$ cat src/rtl/pong_pkg.sv
// pong_pkg: paddle geometry, paddle FSM state encoding and the clamped step helper
// shared by the pong input stage and the display/collision block.
package pong_pkg;

    localparam int Y_W = 10;
    localparam logic [Y_W-1:0] Y_MAX   = 10'd430;
    localparam logic [Y_W-1:0] Y_RESET = 10'd215;
    localparam int PADDLE_H = 50;

    localparam logic [1:0] ST_IDLE   = 2'd0;
    localparam logic [1:0] ST_DELAY  = 2'd1;
    localparam logic [1:0] ST_REPEAT = 2'd2;

    // One movement step; saturates at both ends so 10-bit arithmetic never wraps.
    function automatic logic [Y_W-1:0] step_y(input logic [Y_W-1:0] y, input logic dn);
        return dn ? ((y >= Y_MAX) ? Y_MAX : y + 1'b1) : ((y == '0) ? '0 : y - 1'b1);
    endfunction

endpackage

$ cat src/rtl/key_debounce.sv
// key_debounce: two-flop synchroniser for an active-low raw key followed by a
// counter that only flips the pressed flag after DEBOUNCE_CYCLES stable mismatches.
module key_debounce #(
    parameter int DEBOUNCE_CYCLES = 250000
) (
    input  logic clk_i,
    input  logic rst_i,
    input  logic key_n_i,
    output logic pressed_o
);

    localparam int CW = $clog2(DEBOUNCE_CYCLES + 1);

    logic [1:0]    sync_q;
    logic [CW-1:0] cnt_q, cnt_d;
    logic          db_q, db_d, hit;

    always_comb begin
        hit   = (~sync_q[1] != db_q) && (cnt_q == CW'(DEBOUNCE_CYCLES - 1));
        cnt_d = (~sync_q[1] == db_q || hit) ? '0 : cnt_q + 1'b1;
        db_d  = db_q ^ hit;
    end

    always_ff @(posedge clk_i or posedge rst_i)
        if (rst_i) begin
            sync_q <= 2'b11;
            cnt_q  <= '0;
            db_q   <= 1'b0;
        end else begin
            sync_q <= {sync_q[0], key_n_i};
            cnt_q  <= cnt_d;
            db_q   <= db_d;
        end

    assign pressed_o = db_q;

endmodule

$ cat src/rtl/paddle_ctrl.sv
// paddle_ctrl: debounces the four paddle keys, generates the movement tick and
// runs a hold/auto-repeat FSM per player driving clamped paddle Y registers.
module paddle_ctrl
    import pong_pkg::*;
#(
    parameter int DEBOUNCE_CYCLES = 250000,
    parameter int TICK_DIV        = 50000,
    parameter int REPEAT_DELAY    = 8
) (
    input  logic           iclk,
    input  logic           irst,
    input  logic [3:0]     iKEY,
    input  logic           iFreeze,
    output logic [Y_W-1:0] oPaddleY0,
    output logic [Y_W-1:0] oPaddleY1,
    output logic [3:0]     oKeyDb,
    output logic           oTick
);

    localparam int TW = $clog2(TICK_DIV);
    localparam int RW = $clog2(REPEAT_DELAY + 1);

    logic [TW-1:0]         tick_q;
    logic [1:0][Y_W-1:0]   y_pos;

    // Tick keeps running through iFreeze so repeat timing stays periodic.
    assign oTick = tick_q == TW'(TICK_DIV - 1);

    always_ff @(posedge iclk or posedge irst)
        if (irst) tick_q <= '0;
        else      tick_q <= oTick ? '0 : tick_q + 1'b1;

    for (genvar g = 0; g < 4; g++) begin : g_key
        key_debounce #(.DEBOUNCE_CYCLES(DEBOUNCE_CYCLES)) u_db (
            .clk_i    (iclk),
            .rst_i    (irst),
            .key_n_i  (iKEY[g]),
            .pressed_o(oKeyDb[g])
        );
    end

    for (genvar p = 0; p < 2; p++) begin : g_player
        logic           up, dn, req;
        logic [1:0]     st_q, st_d;
        logic           dir_q, dir_d;
        logic [RW-1:0]  rc_q, rc_d;
        logic [Y_W-1:0] y_q, y_d;

        assign up  = oKeyDb[3-2*p];
        assign dn  = oKeyDb[2-2*p];
        assign req = up ^ dn;

        always_comb begin
            st_d  = st_q;
            dir_d = dir_q;
            rc_d  = rc_q;
            y_d   = y_q;
            if (iFreeze) begin
                st_d = ST_IDLE;
            end else if (st_q == ST_IDLE) begin
                if (req) begin
                    y_d   = step_y(y_q, dn);
                    dir_d = dn;
                    rc_d  = '0;
                    st_d  = ST_DELAY;
                end
            end else if (!req || dn != dir_q) begin
                st_d = ST_IDLE;
            end else if (oTick) begin
                if (st_q == ST_REPEAT) begin
                    y_d = step_y(y_q, dir_q);
                end else begin
                    rc_d = rc_q + 1'b1;
                    st_d = (rc_q == RW'(REPEAT_DELAY - 1)) ? ST_REPEAT : ST_DELAY;
                end
            end
        end

        always_ff @(posedge iclk or posedge irst)
            if (irst) begin
                st_q  <= ST_IDLE;
                dir_q <= 1'b0;
                rc_q  <= '0;
                y_q   <= Y_RESET;
            end else begin
                st_q  <= st_d;
                dir_q <= dir_d;
                rc_q  <= rc_d;
                y_q   <= y_d;
            end

        assign y_pos[p] = y_q;
    end

    assign oPaddleY0 = y_pos[0];
    assign oPaddleY1 = y_pos[1];

endmodule
$ cat config.mk
export PLATFORM = sky130hd
export DESIGN_NAME = paddle_ctrl
export DESIGN_NICKNAME = d
export VERILOG_FILES = /design/src/rtl/pong_pkg.sv /design/src/rtl/key_debounce.sv /design/src/rtl/paddle_ctrl.sv
export SDC_FILE = /design/constraint.sdc
export NUM_CORES = 1
export LEC_CHECK = 0
export CAP_MARGIN = 40
export CORE_MARGIN = 2
export CORE_UTILIZATION = 25
export CTS_CLUSTER_SIZE = 30
export DETAILED_ROUTE_END_ITERATION = 7
export PLACE_DENSITY = 0.46
export SYNTH_ARGS = -nofsm -noshare
export SYNTH_HDL_FRONTEND = slang
export SYNTH_SLANG_ARGS = --single-unit
$ cat constraint.sdc
create_clock -name iclk -period 13.5 [get_ports iclk]
set_clock_uncertainty 0.05 [all_clocks]
set_input_delay 2.025 -clock iclk [delete_from_list [all_inputs] [get_ports iclk]]
set_output_delay 2.025 -clock iclk [all_outputs]
set_load 0.01 [all_outputs]
# [Yosys cells after proc, flatten, opt, wreduce, memory -nomap -nowiden]
# Index checks and enable logic that the tools add are counted.
[word_totals] ff_bits=134 input_bits=7 out_inout_bits=25 elab_cells=151
[classes] addsub=11 order_cmp=2 n_eq_ne=29 muxes=47 n_bitwise=11 n_reduce_logical=30
[op_table] operator="2-to-1 mux 10 bit" count=18
[op_table] operator="adder 18 x 1 -> 18 bit (second input constant)" count=4
[op_table] operator="== test 18 bit (second input constant)" count=4
[op_table] operator="2-to-1 mux 18 bit" count=4
[op_table] operator="2-to-1 mux 4 bit" count=10
[op_table] operator="2-to-1 mux 2 bit" count=14
[op_table] operator="adder 10 x 1 -> 10 bit (second input constant)" count=2
[op_table] operator="greater-or-equal comparator 10 x 9 -> 1 bit (second input constant)" count=2
[op_table] operator="zero test 10 bit" count=2
[op_table] operator="AND reduction 5 bit" count=4
[op_table] operator="subtractor 10 x 1 -> 10 bit (second input constant)" count=2
[op_table] operator="adder 16 x 1 -> 16 bit (second input constant)" count=1
[op_table] operator="== test 16 bit (second input constant)" count=1
[op_table] operator="2-to-1 mux 16 bit" count=1
[op_table] operator="inequality test 2 bit (second input constant)" count=6
[op_table] operator="AND reduction 3 bit" count=4
[op_table] operator="adder 4 x 1 -> 4 bit (second input constant)" count=2
[op_table] operator="== test 4 x 3 -> 1 bit (second input constant)" count=2
[op_table] operator="inequality test 4 bit (second input constant)" count=2
[op_table] operator="nonzero test 2 bit" count=4
[op_table] operator="nonzero test 4 bit" count=2
[op_table] operator="logical OR 1 bit" count=6
[op_table] operator="inequality test 1 bit" count=6
[op_table] operator="inequality test 3 bit (second input constant)" count=2
[op_table] operator="other kinds (7)" count=25

# [Depth between registers and ports, before layout]
# Gate-level depths: netlist of run 1.
[depth] word_depth=7 depth_mapped=8 ltp_nobuf=7

# [Modules after synthesis]
# Synthesis of run 1 repeated with hierarchy kept, for this count alone.
[hier_totals] hier_cells=770 hier_area_um2=7313.3
[modules_own_cells] module="key_debounce" n_inst=4 cells_each=98 area_each_um2=1007.2 seq_area_each_um2=528.0
[modules_own_cells] module="paddle_ctrl" n_inst=1 cells_each=378 area_each_um2=3284.4 seq_area_each_um2=1266.2

# [Least setup slack after synthesis of run 1]
# No wires, ideal clock.
[synth_timing] kind="register to output" start="reg tick_q[0]" end="out oTick" t_arrival_ps=1445 t_required_ps=11425 path_slack_ps=9980 path_stages_with_launch=6 path_buffers=2 path_cell_list="dfrtp_1 > ha_1 > and3_1 > and4_1 > buf_4 > clkbuf_1"
[synth_between] elab_chain_len=1
[synth_lines] element="from (decl)" line="paddle_ctrl.sv:23" rtl="logic [TW-1:0] tick_q;"
[synth_lines] element="from (signal assigned)" line="paddle_ctrl.sv:31" rtl="else tick_q <= oTick ? '0 : tick_q + 1'b1;"
[synth_lines] element="== test 16 bit" line="paddle_ctrl.sv:27" rtl="assign oTick = tick_q == TW'(TICK_DIV - 1);"
[synth_lines] element="to (decl)" line="paddle_ctrl.sv:17" rtl="output logic oTick"
# No other way between the ends.

# [Worst setup path after layout of run 1]
# Ends and elaborated chain as after synthesis.

==> results of run 1 <==
metrics by stage:
stage	util [%]	cells	power [mW]
final	29.7	1195	0.914
after global routing	29.7	1195	0.956
after CTS	29.7	1195	0.933
after detailed placement	27.6	1163	0.456
after global placement	27.6	1162	0.456
after floorplan	-	784	0.444
worst max-delay path: cells and delay by family, from the launching register on:
| family | cells | cell delay (ns) |
|---|---|---|
| buffers and inverters | 1 | 0.60 |
| and+or+nand+nor | 2 | 0.48 |
| DFF | 1 | 0.40 |
| adders and majority gates | 1 | 0.23 |
power breakdown:
group,total (mW),internal (mW),switching (mW)
Sequential,0.417,0.410,0.00734
Combinational,0.0309,0.0111,0.0198
Clock,0.466,0.279,0.187
Total,0.914,0.700,0.215
cells in the final DEF (no fill, tap or decap), types with 9 or more instances in the layout:
cell type        netlist  final
nor2_1               128    128
dfrtp_1              114    114
nand3_1               56     56
xor2_1                47     47
xnor2_1               40     40
nand2_1               39     39
clkdlybuf4s50_1        0     31
inv_1                 28     27
o21ai_0               26     26
nor3_1                23     23
a21oi_1               22     22
nand4_1               22     22
dfstp_2               20     20
nor4_1                19     19
clkbuf_16              0     17
ha_1                  13     13
and3_1                11     11
mux2i_1                9      9
cell type report:
| class | instances | share of cell area [%] |
|---|---|---|
| clock inverters | 13 | 1.73 |
| repair buffers | 36 | 4.05 |
| inverters | 28 | 1.29 |
| flip-flops and latches | 134 | 39.6 |
| clock buffers | 19 | 5.20 |
| multi-input cells | 581 | 42.5 |
| well taps | 384 | 5.64 |
cell families (layout without fill, tap and decap cells):
family,Yosys count,count (layout),synth area share [%]
AND/OR/NAND/NOR,364,364,25.7
multiplexers,14,14,2.04
XOR/XNOR,87,87,10.4
adder cells (fa/ha/maj),13,13,2.23
flip-flops,134,134,46.3
AO/OA/AOI/OAI,103,103,9.18
buffers and inverters,69,96,4.20
registers in the layout, indices dropped and copies added, names as in the netlist, named ones only:
signal             count
g_key.u_db.sync_q      8
g_player.rc_q          8
g_key.u_db.cnt_q      72
g_player.dir_q         2
g_player.st_q          4
tick_q                16
oPaddleY1             10
oPaddleY0             10
metal layers:
layer	track usage [%]	up-vias	share of wire [%]
met5	0	-	0
met3	2.09	17	2.8
met1	15.1	2641	52
met4	3.96	0	1.5
li1	-	2771	-
met2	16.1	75	44
how the worst min path moves through the flow:
stage                                    endpoint  slack [ns]
after floorplan           g_key[0].u_db.sync_q[1]        0.30
after global placement    g_key[0].u_db.sync_q[1]        0.30
after detailed placement  g_key[0].u_db.sync_q[1]        0.30
after CTS                 g_key[0].u_db.sync_q[1]        0.31
after global routing      g_key[0].u_db.sync_q[1]        0.32
final                     g_key[0].u_db.sync_q[1]        0.31
==> flow_metrics.env, run 1 <==
export IMPL_status="complete, no violations"
export IMPL_rsz0062_at_grt="false"
export IMPL_cts_tree="built"
export IMPL_crit_chain="ha_1 > and3_1 > and4_1 > clkdlybuf4s50_1"
export IMPL_synth_area_leaders="dfrtp_1 (39%), dfstp_2 (7.2%), nor2_1 (6.6%)"
export IMPL_ant_nets=0
export IMPL_maxCapViolations=0
export IMPL_stdcell_area_um2=8520
export IMPL_pre_cts_slack_ns=9.13
export IMPL_cp_end_kind="output port"
export IMPL_grt_pass1_vias=5428
export IMPL_num_vias=5504
export IMPL_ys_flop_type="dfrtp_1"
export IMPL_syn_to_final_growth_pct=16.7
export IMPL_synth_most_common_cell="nor2_1"
export IMPL_hp_class="reg -> reg"
export IMPL_rows=62
export IMPL_syn_nets=804
export IMPL_slowest_delay_ns=0.60
export IMPL_clock_latency_ns=0.42
export IMPL_drtIter0Drc=322
export IMPL_die_x_um=175
export IMPL_synth_seq_cells=134
export IMPL_wirelength_um=15200
export IMPL_grt_overflow=0
export IMPL_dieHeight_um=175
export IMPL_cp_required_ns=11.43
export IMPL_synth_edf_count=0
export IMPL_numPortBuffers=31
export IMPL_clockBufferDepth=2
export IMPL_grt_pass1_wl_um=27100
export IMPL_clkTransAtPathRegs_ns=0.06
export IMPL_cts_repair_resized=0
export IMPL_postSynthCellCount=784
export IMPL_cts_htree_levels=4
export IMPL_yosysWarnings=0
export IMPL_critPathSlowestCell="clkdlybuf4s50_1"
export IMPL_clock_sinks=134
export IMPL_yosysTopAreaCellShare_pct=39.1
export IMPL_ys_seq_area_share_pct=46.3
export IMPL_remaining_drc_errors=0
export IMPL_peakVddDrop_mv=0.0820
export IMPL_gp_congestion=0.738
export IMPL_grt_antenna_before_repair=0
export IMPL_finalWorstPathRequiredPeriod_ns=4.21
export IMPL_multiInputGateArea_um2=3620
export IMPL_layout_setup_ws_ns=9.29
export IMPL_syn_mean_instance_area_um2=9.32
export IMPL_dieArea_um2=30600
export IMPL_initial_core_util_pct=25.4
export IMPL_drt_pass1_iterations=5
export IMPL_p_leak_nw=3.40
export IMPL_postCtsHoldBufs=0
export IMPL_hp_start="g_key[0].u_db.sync_q[0]"
export IMPL_arrival_ns=2.14
export IMPL_max_slew_margin_pct=46.5
export IMPL_yosysTopAreaCell="dfrtp_1"
export IMPL_r2r_slack_ns=10.94
export IMPL_cp_endpoint="oTick"
export IMPL_rr_startpoint="oPaddleY0[1]"
export IMPL_hold_viol=0
export IMPL_fmax_ghz=0.237
export IMPL_fin_crit_sh_pct=31.2
export IMPL_crit_start="tick_q[0]"
export IMPL_synth_cell_types=62
export IMPL_coreArea_um2=28700
export IMPL_num_fill_cells=3005
export IMPL_place_hpwl_um=9990
export IMPL_post_cts_buffers=0
export IMPL_worstMarginPinSlew_ns=0.799
export IMPL_grt_max_degree=77
export IMPL_async_flop_share_pct=100
export IMPL_p_per_area_nw_per_um2=107
export IMPL_placed_cell_area_um2=7930
export IMPL_wl_per_cell_um=12.7
export IMPL_clock_root_buffer="clkbuf_16"
export IMPL_holdPathStages=0
export IMPL_synth_area_um2=7300
export IMPL_startpoint_type="flip-flop"
export IMPL_ys_top_cells_by_count="nor2_1 (128), dfrtp_1 (114), nand3_1 (56)"
export IMPL_numCtsBuffers=17
export IMPL_path_class="reg -> out"
export IMPL_gr_usage_all_layers_pct=10.6
export IMPL_drv_slew=0
export IMPL_num_io_pins=32
export IMPL_r2r_cells=7
export IMPL_vias_per_cell=4.61
export IMPL_regArea_um2=3380
export IMPL_crit_fanout=5
export IMPL_tns_ns=0
export IMPL_diodes=0
export IMPL_nets=818
export IMPL_holdWs_ns=0.306
export IMPL_drive_gt1_share_pct=9.25
export IMPL_setup_violations=0
export IMPL_r2r_end="oPaddleY0[4]"
No activity file was read; power rests on OpenSTA's default activity.
==> inputs of run 2 (changes only) <==
Clock period 13.5 ns to 4.1 ns, I/O delays scaled along.
==> run 2 against run 1 <==
Compared with the run above:
- clock power grew to 3.2 times the previous value
- power grew to 3.3 times the previous value
- non-clock buffer count grew 4
- critical path depth is the same
- global-route usage shrank 0.14 points
- combinational power grew to 3.5 times the previous value
- sequential share of layout area shrank 0.21 points
- critical endpoint unchanged
==> flow_metrics.env, run 2 (synthesis results as in run 1) <==
export IMPL_stdcell_area_um2=8570
export IMPL_place_hpwl_um=10300
export IMPL_layout_setup_ws_ns=1.11
export IMPL_rsz0062_at_grt="false"
export IMPL_clkTransAtPathRegs_ns=0.06
export IMPL_clock_latency_ns=0.42
export IMPL_cts_repair_resized=0
export IMPL_arrival_ns=2.33
export IMPL_grt_pass1_vias=5400
export IMPL_tns_ns=0
export IMPL_max_slew_margin_pct=45.4
export IMPL_maxCapViolations=0
export IMPL_p_per_area_nw_per_um2=350
export IMPL_combPwrFrac_pct=3.6
export IMPL_finalWorstPathRequiredPeriod_ns=2.99
export IMPL_final_cell_mix="nor2_1 (128), dfrtp_1 (114), nand3_1 (56)"
export IMPL_status="complete, no violations"
export IMPL_ant_nets=0
export IMPL_numPortBuffers=31
export IMPL_vias_per_cell=4.57
export IMPL_clock_root_buffer="clkbuf_16"
export IMPL_wl_per_cell_um=12.6
export IMPL_diodes=0
export IMPL_initial_core_util_pct=25.4
export IMPL_pwr_share_clk_pct=50.6
export IMPL_gr_usage_all_layers_pct=10.5
export IMPL_setup_violations=0
export IMPL_grt_pass1_wl_um=26600
export IMPL_worstMarginPinSlew_ns=0.816
export IMPL_post_cts_buffers=0
export IMPL_multiInputGateArea_um2=3620
export IMPL_fin_util_pct=29.9
export IMPL_p_sw_mw=0.703
export IMPL_cp_end_kind="output port"
export IMPL_cp_required_ns=3.43
export IMPL_num_fill_cells=2991
export IMPL_clock_sinks=134
export IMPL_crit_fanout=8
export IMPL_internal_power_mw=2.29
export IMPL_peakVddDrop_mv=0.271
export IMPL_grt_antenna_before_repair=0
export IMPL_power_frac_seq_pct=45.8
export IMPL_largest_register_ffs=72
export IMPL_fmax_ghz=0.334
export IMPL_hp_class="reg -> reg"
export IMPL_holdWs_ns=0.305
export IMPL_placed_cell_area_um2=7990
export IMPL_cts_htree_levels=4
export IMPL_drtIter0Drc=313
export IMPL_numCtsBuffers=17
export IMPL_path_class="reg -> out"
export IMPL_startpoint_type="flip-flop"
export IMPL_gp_congestion=0.761
export IMPL_nets=822
export IMPL_num_vias=5482
export IMPL_pre_cts_slack_ns=1.43
export IMPL_hold_viol=0
export IMPL_swShare_pct=23.4
export IMPL_num_io_pins=32
export IMPL_fin_crit_sh_pct=72.9
export IMPL_rows=62
export IMPL_wirelength_um=15100
export IMPL_drt_pass1_iterations=5
export IMPL_grt_max_degree=45
export IMPL_die_x_um=175
export IMPL_final_common_cell="nor2_1"
export IMPL_dieArea_um2=30600
export IMPL_grt_overflow=0
export IMPL_dieHeight_um=175
export IMPL_p_leak_nw=3.42
export IMPL_syn_to_final_growth_pct=17.3
export IMPL_remaining_drc_errors=0
export IMPL_regArea_um2=3380
export IMPL_regMostFlops="g_key.u_db.cnt_q"
export IMPL_clockBufferDepth=2
export IMPL_postCtsHoldBufs=0
export IMPL_drive_gt1_share_pct=9.57
export IMPL_largestRegisters="g_key.u_db.cnt_q x72, tick_q x16"
export IMPL_cts_tree="built"
export IMPL_drv_slew=0
export IMPL_coreArea_um2=28700
run 2: power groups by stage:
stage | clock network, mW | registers, mW | logic, mW
finish | 1.51 | 1.37 | 0.109
global route | 1.63 | 1.38 | 0.128
CTS | 1.57 | 1.37 | 0.113
detailed placement | 0 | 1.40 | 0.113
global placement | 0 | 1.40 | 0.111
floorplan | 0 | 1.39 | 0.0725
run 2: metrics by stage:
stage / std cells / total power, mW
finish: 1199 / 3.00
global route: 1199 / 3.14
CTS: 1199 / 3.06
detailed placement: 1167 / 1.51
global placement: 1166 / 1.51
floorplan: 784 / 1.46
run 2: final cells by class:
class                   count  area share, %
clock buffers              19           5.05
clock inverters            13           1.72
inverters                  28           1.27
multi-input cells         581           42.2
flip-flops and latches    134           39.4
well taps                 384           5.61
repair buffers             40           4.70
run 2: worst max-delay path, cell delays in order, from the launching register on:
cell             delay (ns)
dfrtp_1                0.40
ha_1                   0.23
and3_1                 0.22
and4_1                 0.38
clkdlybuf4s50_1        0.66
run 2: layer usage:
layer  routed length (µm)  part of all wire (%)  global-route usage [%]  up-vias
met5                    0                     0                       0        -
met4                  153                   1.0                    3.58        0
met3                  436                   2.9                    2.37       12
met2                 6850                    45                    16.2       81
met1                 7630                    51                    14.5     2602
li1                     -                     -                       -     2787
run 2: path summary, 6_finish.rpt:
check                                        startpoint                       to  slack [ns]  cells after the start
worst max-delay path                          tick_q[0]                    oTick        1.11                      4
worst min-delay path            g_key[2].u_db.sync_q[0]  g_key[2].u_db.sync_q[1]        0.30                      0
worst max register to register                tick_q[0]             oPaddleY1[6]        1.45                      7
worst min register to register  g_key[2].u_db.sync_q[0]  g_key[2].u_db.sync_q[1]        0.30                      0
max in group asynchronous                          irst             oPaddleY1[7]        2.83                      4
min in group asynchronous                          irst   g_key[3].u_db.cnt_q[5]        0.57                      3
